--- src/rtl/fetch_stage_if.sv ---
// Instruction-memory request/response channel between the fetch stage and imem.
// The fetch side owns req/addr; the memory answers with ready/rdata in the same or a later cycle.
interface fetch_stage_if;
  logic        req;
  logic [31:0] addr;
  logic        ready;
  logic [31:0] rdata;

  modport master (output req, output addr, input ready, input rdata);
  modport slave  (input req, input addr, output ready, output rdata);
endinterface

--- src/rtl/fetch_stage.sv ---
// IF stage plus IF/ID register: owns PCF, talks to variable-latency imem,
// and absorbs redirects and stalls that arrive while a request is outstanding.
module fetch_stage #(
  parameter logic [31:0] RESET_PC  = 32'h0000_0000,
  parameter logic [31:0] NOP_INSTR = 32'h0000_0013
) (
  input  logic                 clk,
  input  logic                 reset,
  input  logic                 StallF,
  input  logic                 StallD,
  input  logic                 FlushD,
  input  logic                 PCSrcE,
  input  logic [31:0]          PCTargetE,
  fetch_stage_if.master        imem,
  output logic [31:0]          InstrD,
  output logic [31:0]          PCD,
  output logic [31:0]          PCPlus4D,
  output logic                 ValidD,
  output logic [6:0]           opD,
  output logic [2:0]           funct3D,
  output logic                 funct7b5D
);

  typedef enum logic [1:0] {S_REQ, S_WAIT, S_HOLD} state_t;

  state_t      state_q, state_d;
  logic [31:0] pc_q, pc_d;
  logic        kill_q, kill_d;
  logic [31:0] redir_q, redir_d;
  logic [31:0] buf_q, buf_d;
  logic [31:0] instr_q, instr_d;
  logic [31:0] pcd_q, pcd_d;
  logic [31:0] pcp4_q, pcp4_d;
  logic        valid_q, valid_d;

  logic        req;
  logic        deliver;
  logic [31:0] dlv_instr;
  logic [31:0] tgt;
  logic [31:0] pc_plus4;

  assign tgt      = PCTargetE & ~32'h3;
  assign pc_plus4 = pc_q + 32'd4;

  // Fetch FSM: once a request is in flight it must complete before PCF moves,
  // so redirects seen in WAIT are parked in redir_q and the response is killed.
  always_comb begin
    state_d   = state_q;
    pc_d      = pc_q;
    kill_d    = kill_q;
    redir_d   = redir_q;
    buf_d     = buf_q;
    req       = 1'b0;
    deliver   = 1'b0;
    dlv_instr = imem.rdata;
    case (state_q)
      S_REQ: begin
        req = !StallF;
        if (req) begin
          if (imem.ready) begin
            if (PCSrcE) begin
              pc_d = tgt;
            end else if (!StallD) begin
              deliver = 1'b1;
              pc_d    = pc_plus4;
            end else begin
              buf_d   = imem.rdata;
              state_d = S_HOLD;
            end
          end else begin
            state_d = S_WAIT;
            if (PCSrcE) begin
              kill_d  = 1'b1;
              redir_d = tgt;
            end
          end
        end else if (PCSrcE) begin
          pc_d = tgt;
        end
      end
      S_WAIT: begin
        req = 1'b1;
        if (imem.ready) begin
          if (kill_q || PCSrcE) begin
            pc_d    = PCSrcE ? tgt : redir_q;
            kill_d  = 1'b0;
            state_d = S_REQ;
          end else if (!StallD) begin
            deliver = 1'b1;
            pc_d    = pc_plus4;
            state_d = S_REQ;
          end else begin
            buf_d   = imem.rdata;
            state_d = S_HOLD;
          end
        end else if (PCSrcE) begin
          kill_d  = 1'b1;
          redir_d = tgt;
        end
      end
      S_HOLD: begin
        dlv_instr = buf_q;
        if (PCSrcE) begin
          pc_d    = tgt;
          state_d = S_REQ;
        end else if (!StallD) begin
          deliver = 1'b1;
          pc_d    = pc_plus4;
          state_d = S_REQ;
        end
      end
      default: state_d = S_REQ;
    endcase
  end

  // IF/ID: flush beats stall beats delivery; an empty cycle also inserts a bubble.
  always_comb begin
    instr_d = instr_q;
    pcd_d   = pcd_q;
    pcp4_d  = pcp4_q;
    valid_d = valid_q;
    if (FlushD) begin
      instr_d = NOP_INSTR;
      valid_d = 1'b0;
    end else if (!StallD) begin
      if (deliver) begin
        instr_d = dlv_instr;
        pcd_d   = pc_q;
        pcp4_d  = pc_plus4;
        valid_d = 1'b1;
      end else begin
        instr_d = NOP_INSTR;
        valid_d = 1'b0;
      end
    end
  end

  always_ff @(posedge clk or posedge reset) begin
    if (reset) begin
      state_q <= S_REQ;
      pc_q    <= RESET_PC;
      kill_q  <= 1'b0;
      redir_q <= 32'h0;
      buf_q   <= 32'h0;
      instr_q <= NOP_INSTR;
      pcd_q   <= 32'h0;
      pcp4_q  <= 32'h0;
      valid_q <= 1'b0;
    end else begin
      state_q <= state_d;
      pc_q    <= pc_d;
      kill_q  <= kill_d;
      redir_q <= redir_d;
      buf_q   <= buf_d;
      instr_q <= instr_d;
      pcd_q   <= pcd_d;
      pcp4_q  <= pcp4_d;
      valid_q <= valid_d;
    end
  end

  assign imem.req  = req;
  assign imem.addr = pc_q;

  assign InstrD    = instr_q;
  assign PCD       = pcd_q;
  assign PCPlus4D  = pcp4_q;
  assign ValidD    = valid_q;
  assign opD       = instr_q[6:0];
  assign funct3D   = instr_q[14:12];
  assign funct7b5D = instr_q[30];

endmodule

--- src/flat_wrapper.sv ---
// flat-port wrapper written by rule: the top's interface ports become plain ports
module fetch_stage_flat 
#(
  parameter logic [31:0] RESET_PC  = 32'h0000_0000,
  parameter logic [31:0] NOP_INSTR = 32'h0000_0013
)
  (clk, reset, StallF, StallD, FlushD, PCSrcE, PCTargetE, InstrD, PCD, PCPlus4D, ValidD, opD, funct3D, funct7b5D, imem_req, imem_addr, imem_ready, imem_rdata);
  fetch_stage_if imem_i ();
  input  logic clk;
  input  logic reset;
  input  logic StallF;
  input  logic StallD;
  input  logic FlushD;
  input  logic PCSrcE;
  input  logic [31:0] PCTargetE;
  output logic [31:0] InstrD;
  output logic [31:0] PCD;
  output logic [31:0] PCPlus4D;
  output logic ValidD;
  output logic [6:0] opD;
  output logic [2:0] funct3D;
  output logic funct7b5D;
  output wire logic [$bits(imem_i.req)-1:0] imem_req;
  output wire logic [$bits(imem_i.addr)-1:0] imem_addr;
  input wire logic [$bits(imem_i.ready)-1:0] imem_ready;
  input wire logic [$bits(imem_i.rdata)-1:0] imem_rdata;
  assign imem_req = imem_i.req;
  assign imem_addr = imem_i.addr;
  assign imem_i.ready = imem_ready;
  assign imem_i.rdata = imem_rdata;
  fetch_stage #(.RESET_PC(RESET_PC), .NOP_INSTR(NOP_INSTR)) u_core (.clk(clk), .reset(reset), .StallF(StallF), .StallD(StallD), .FlushD(FlushD), .PCSrcE(PCSrcE), .PCTargetE(PCTargetE), .imem(imem_i), .InstrD(InstrD), .PCD(PCD), .PCPlus4D(PCPlus4D), .ValidD(ValidD), .opD(opD), .funct3D(funct3D), .funct7b5D(funct7b5D));
endmodule
--- config.mk ---
export PLATFORM = sky130hd
export DESIGN_NAME = fetch_stage_flat
export DESIGN_NICKNAME = d
export VERILOG_FILES = /design/src/rtl/fetch_stage_if.sv /design/src/rtl/fetch_stage.sv /design/src/flat_wrapper.sv
export SDC_FILE = /design/constraint.sdc
export NUM_CORES = 1
export LEC_CHECK = 0
export BUFFER_PORTS_ARGS = -buffer_cell sky130_fd_sc_hd__buf_2
export CORE_UTILIZATION = 30
export DETAILED_ROUTE_END_ITERATION = 8
export RECOVER_POWER = 50
export SETUP_SLACK_MARGIN = 0.05
export SYNTH_ARGS = -nofsm -noshare
export SYNTH_HDL_FRONTEND = slang
export SYNTH_SLANG_ARGS = --single-unit
--- constraint.sdc ---
create_clock -name clk -period 9.42 [get_ports clk]
set_clock_uncertainty 0.1 [all_clocks]
set_input_delay 2.826 -clock clk [delete_from_list [all_inputs] [get_ports clk]]
set_output_delay 2.826 -clock clk [all_outputs]
set_load 0.1 [all_outputs]
==> flow_metrics.py <==
metrics = {
    "route": {
        "vias_per_cell": 5.28,
        "drt_iter0_markers": 664,
        "first_pass_iters": 5,
        "drtAntennaViolNets": 0,
        "drc": 0,
        "wl_mm": 32.3,
        "wl_per_cell_um": 19.7,
        "via_count": 8662,
    },
    "clock_network": {
        "cts_resized": 0,
        "cts_hold_buf": 0,
        "h-tree-depth": 4,
        "clkLatencyLatePin_ns": 0.44,
        "path_clk_slew_ns": 0.07,
        "clock_path_buffers": 2,
        "tritoncts": "yes",
        "clkSinkCount": 194,
        "cts_made_buffers": 17,
        "cts-root-buf": "clkbuf_16",
        "postCtsSetupRepairBufs": 0,
    },
    "sta": {
        "worst_pin_slew_ns": 3.68,
        "hold_violations": 0,
        "finalSetupViolations": 0,
        "finalMaxSlewViolations": 93,
        "fin_tns_setup_ns": 0,
        "max_slew_margin": -1.48,
        "grt_setup_unrepaired": "false",
        "fin_crit_ns": 7.56,
        "fin_crit_sh": 0.802,
        "fmax_mhz": 132,
    },
    "die": {
        "start_util": 0.307,
        "dieWidth_um": 188,
        "die_h_um": 188,
        "rows": 67,
        "dieArea_um2": 35300,
        "io_pins": 212,
        "coreArea_um2": 33800,
    },
    "layout": {
        "fin_nets": 1253,
        "area_delta_synth_final_pct": 16.6,
        "fin_cells": 1642,
        "fillCellCount": 3457,
        "final_cell_mix": "191 x dfrtp_1, 136 x nand2_1, 111 x clkbuf_1",
        "drive_gt1_frac": 0.224,
        "final_common_cell": "dfrtp_1",
    },
    "worst_setup_path": {
        "reg2reg_depth": 5,
        "end_kind": "register",
        "crit_required_ns": 9.64,
        "start_kind": "primary input",
        "arrival_ns": 7.78,
        "worst-setup-path-type": "in -> reg",
        "cp_max_fo": 104,
    },
    "grt": {
        "grt_pass1_vias": 8254,
        "grt-ovfl-total": 0,
        "grt_pass1_wl_mm": 49.8,
        "grt_max_degree": 133,
        "grtUsageTotal": 0.183,
        "antenna_found_initial": 9,
    },
    "placed_design": {
        "gp_congestion": 0.840,
        "dpl.cell_count": 1606,
        "hpwl_mm": 21.9,
        "numPortBuffers": 209,
    },
    "status": {
        "status": "finished, violations left",
        "violations": "capacitance limit, slew limit",
    },
    "synthesis": {
        "ys_seq_area_frac": 0.469,
        "synthArstFlopShare": 1.00,
        "synth_cell_types": 84,
        "synth_ff_type": "dfrtp_1",
        "synth-edff-count": 0,
        "yosys_warnings": 0,
        "synth_fp_nets": 1110,
        "avgSynthCellArea_um2": 10.0,
        "synth-seq-cells": 194,
        "syn_inst": 1034,
        "syn-cell-area_um2": 10400,
    },
    "hold_path": {
        "hold_class": "reg -> reg",
        "hold_depth": 2,
    },
    "flow_run": {
        "drv_cap": 3,
    },
}
## Yosys cell counts, drive strengths merged, types with 5 or more instances
cell type	number	area [µm²]
a21oi	40	200
o22ai	10	62.6
xnor2	26	228
nand2b	9	56.3
nor2b	7	43.8
a22o	5	43.8
mux2	94	1060
nor3	20	128
ha	5	62.6
mux2i	32	320
xor2	22	193
a221oi	18	158
and3	9	57.6
and4	5	43.8
clkbuf	50	188
o21ai	100	500
dfrtp	191	4780
or4	5	45.0
nor2	51	199
a31oi	11	68.8
nor4	9	75.1
or3	6	38.8
nand4	13	100
inv	11	41.3
nand2	137	517
a22oi	7	52.6
nand3	19	100
buf	50	302
## area by class of cell
cell class / count / area, µm² / share of cell area
sequential: 194 / 4860 / 0.402
antenna: 4 / 10.0 / 0.000828
clock buffer: 18 / 439 / 0.0363
inverter: 12 / 52.6 / 0.00435
tap: 448 / 561 / 0.0464
timing repair buffer: 224 / 1020 / 0.0842
multi-input combinational: 728 / 4980 / 0.412
clock inverter: 14 / 165 / 0.0137
## flip-flops by register name, indices dropped and copies added (netlist names)
| signal | cells |
|---|---|
| u_core.kill_q | 1 |
| u_core.InstrD | 32 |
| u_core.buf_q | 32 |
| u_core.state_q | 2 |
| u_core.imem.addr | 32 |
| u_core.PCD | 30 |
| u_core.redir_q | 32 |
| u_core.ValidD | 1 |
| u_core.PCPlus4D | 32 |
## critical path: stages
cell and delay (ns):
clkbuf_1 0.37, nand2b_1 0.21, a21boi_0 0.09, o21ai_0 2.71, buf_4 1.08, mux2_2 0.41
## path summary, 6_finish.rpt
| path | end | slack [ns] | startpoint |
|---|---|---|---|
| setup / recovery | u_core.PCD[18]$_DFFE_PP0P_ | 1.86 | StallF |
| hold / removal | u_core.InstrD[11]$_DFFE_PP0P_ | 0.38 | u_core.InstrD[11]$_DFFE_PP0P_ |
| setup reg to reg | u_core.PCD[18]$_DFFE_PP0P_ | 3.84 | u_core.kill_q$_DFFE_PP0P_ |
| hold reg to reg | u_core.InstrD[11]$_DFFE_PP0P_ | 0.38 | u_core.InstrD[11]$_DFFE_PP0P_ |
| max in group asynchronous | u_core.redir_q[10]$_DFFE_PP0P_ | 5.21 | reset |
| min in group asynchronous | u_core.InstrD[9]$_DFFE_PP0P_ | 2.47 | reset |
## kinds of logic after synthesis
group,synth area share
muxes,0.133
DFF,0.469
buffers and inverters,0.0515
adders and majority gates,0.00603
AOI/OAI and AO/OA,0.154
xor gates and xnor gates,0.0406
and+or+nand+nor,0.146
## stage by stage
stage                     cell area, µm²  utilization  setup WS (ns)  hold WS, ns
final                              12100        0.358           1.86        0.378
after global routing               12100        0.358           1.44        0.401
after floorplan                    10400            -           1.22        0.358
after CTS                          12200        0.362           2.74        0.381
after detailed placement           11600        0.344           2.75        0.364
after global placement             11600        0.344           2.76        0.358
## per-layer routing
| metal | share of wire | global-route usage | vias up |
|---|---|---|---|
| met1 | 0.44 | 0.249 | 4271 |
| met3 | 0.066 | 0.0397 | 59 |
| met5 | 0.0022 | 0 | - |
| met2 | 0.46 | 0.281 | 306 |
| li1 | - | - | 4016 |
| met4 | 0.030 | 0.0719 | 10 |
Power is left out: the tool's default activity adds up to more than one toggle a clock period on the data nets, which glitch-free logic cannot reach.
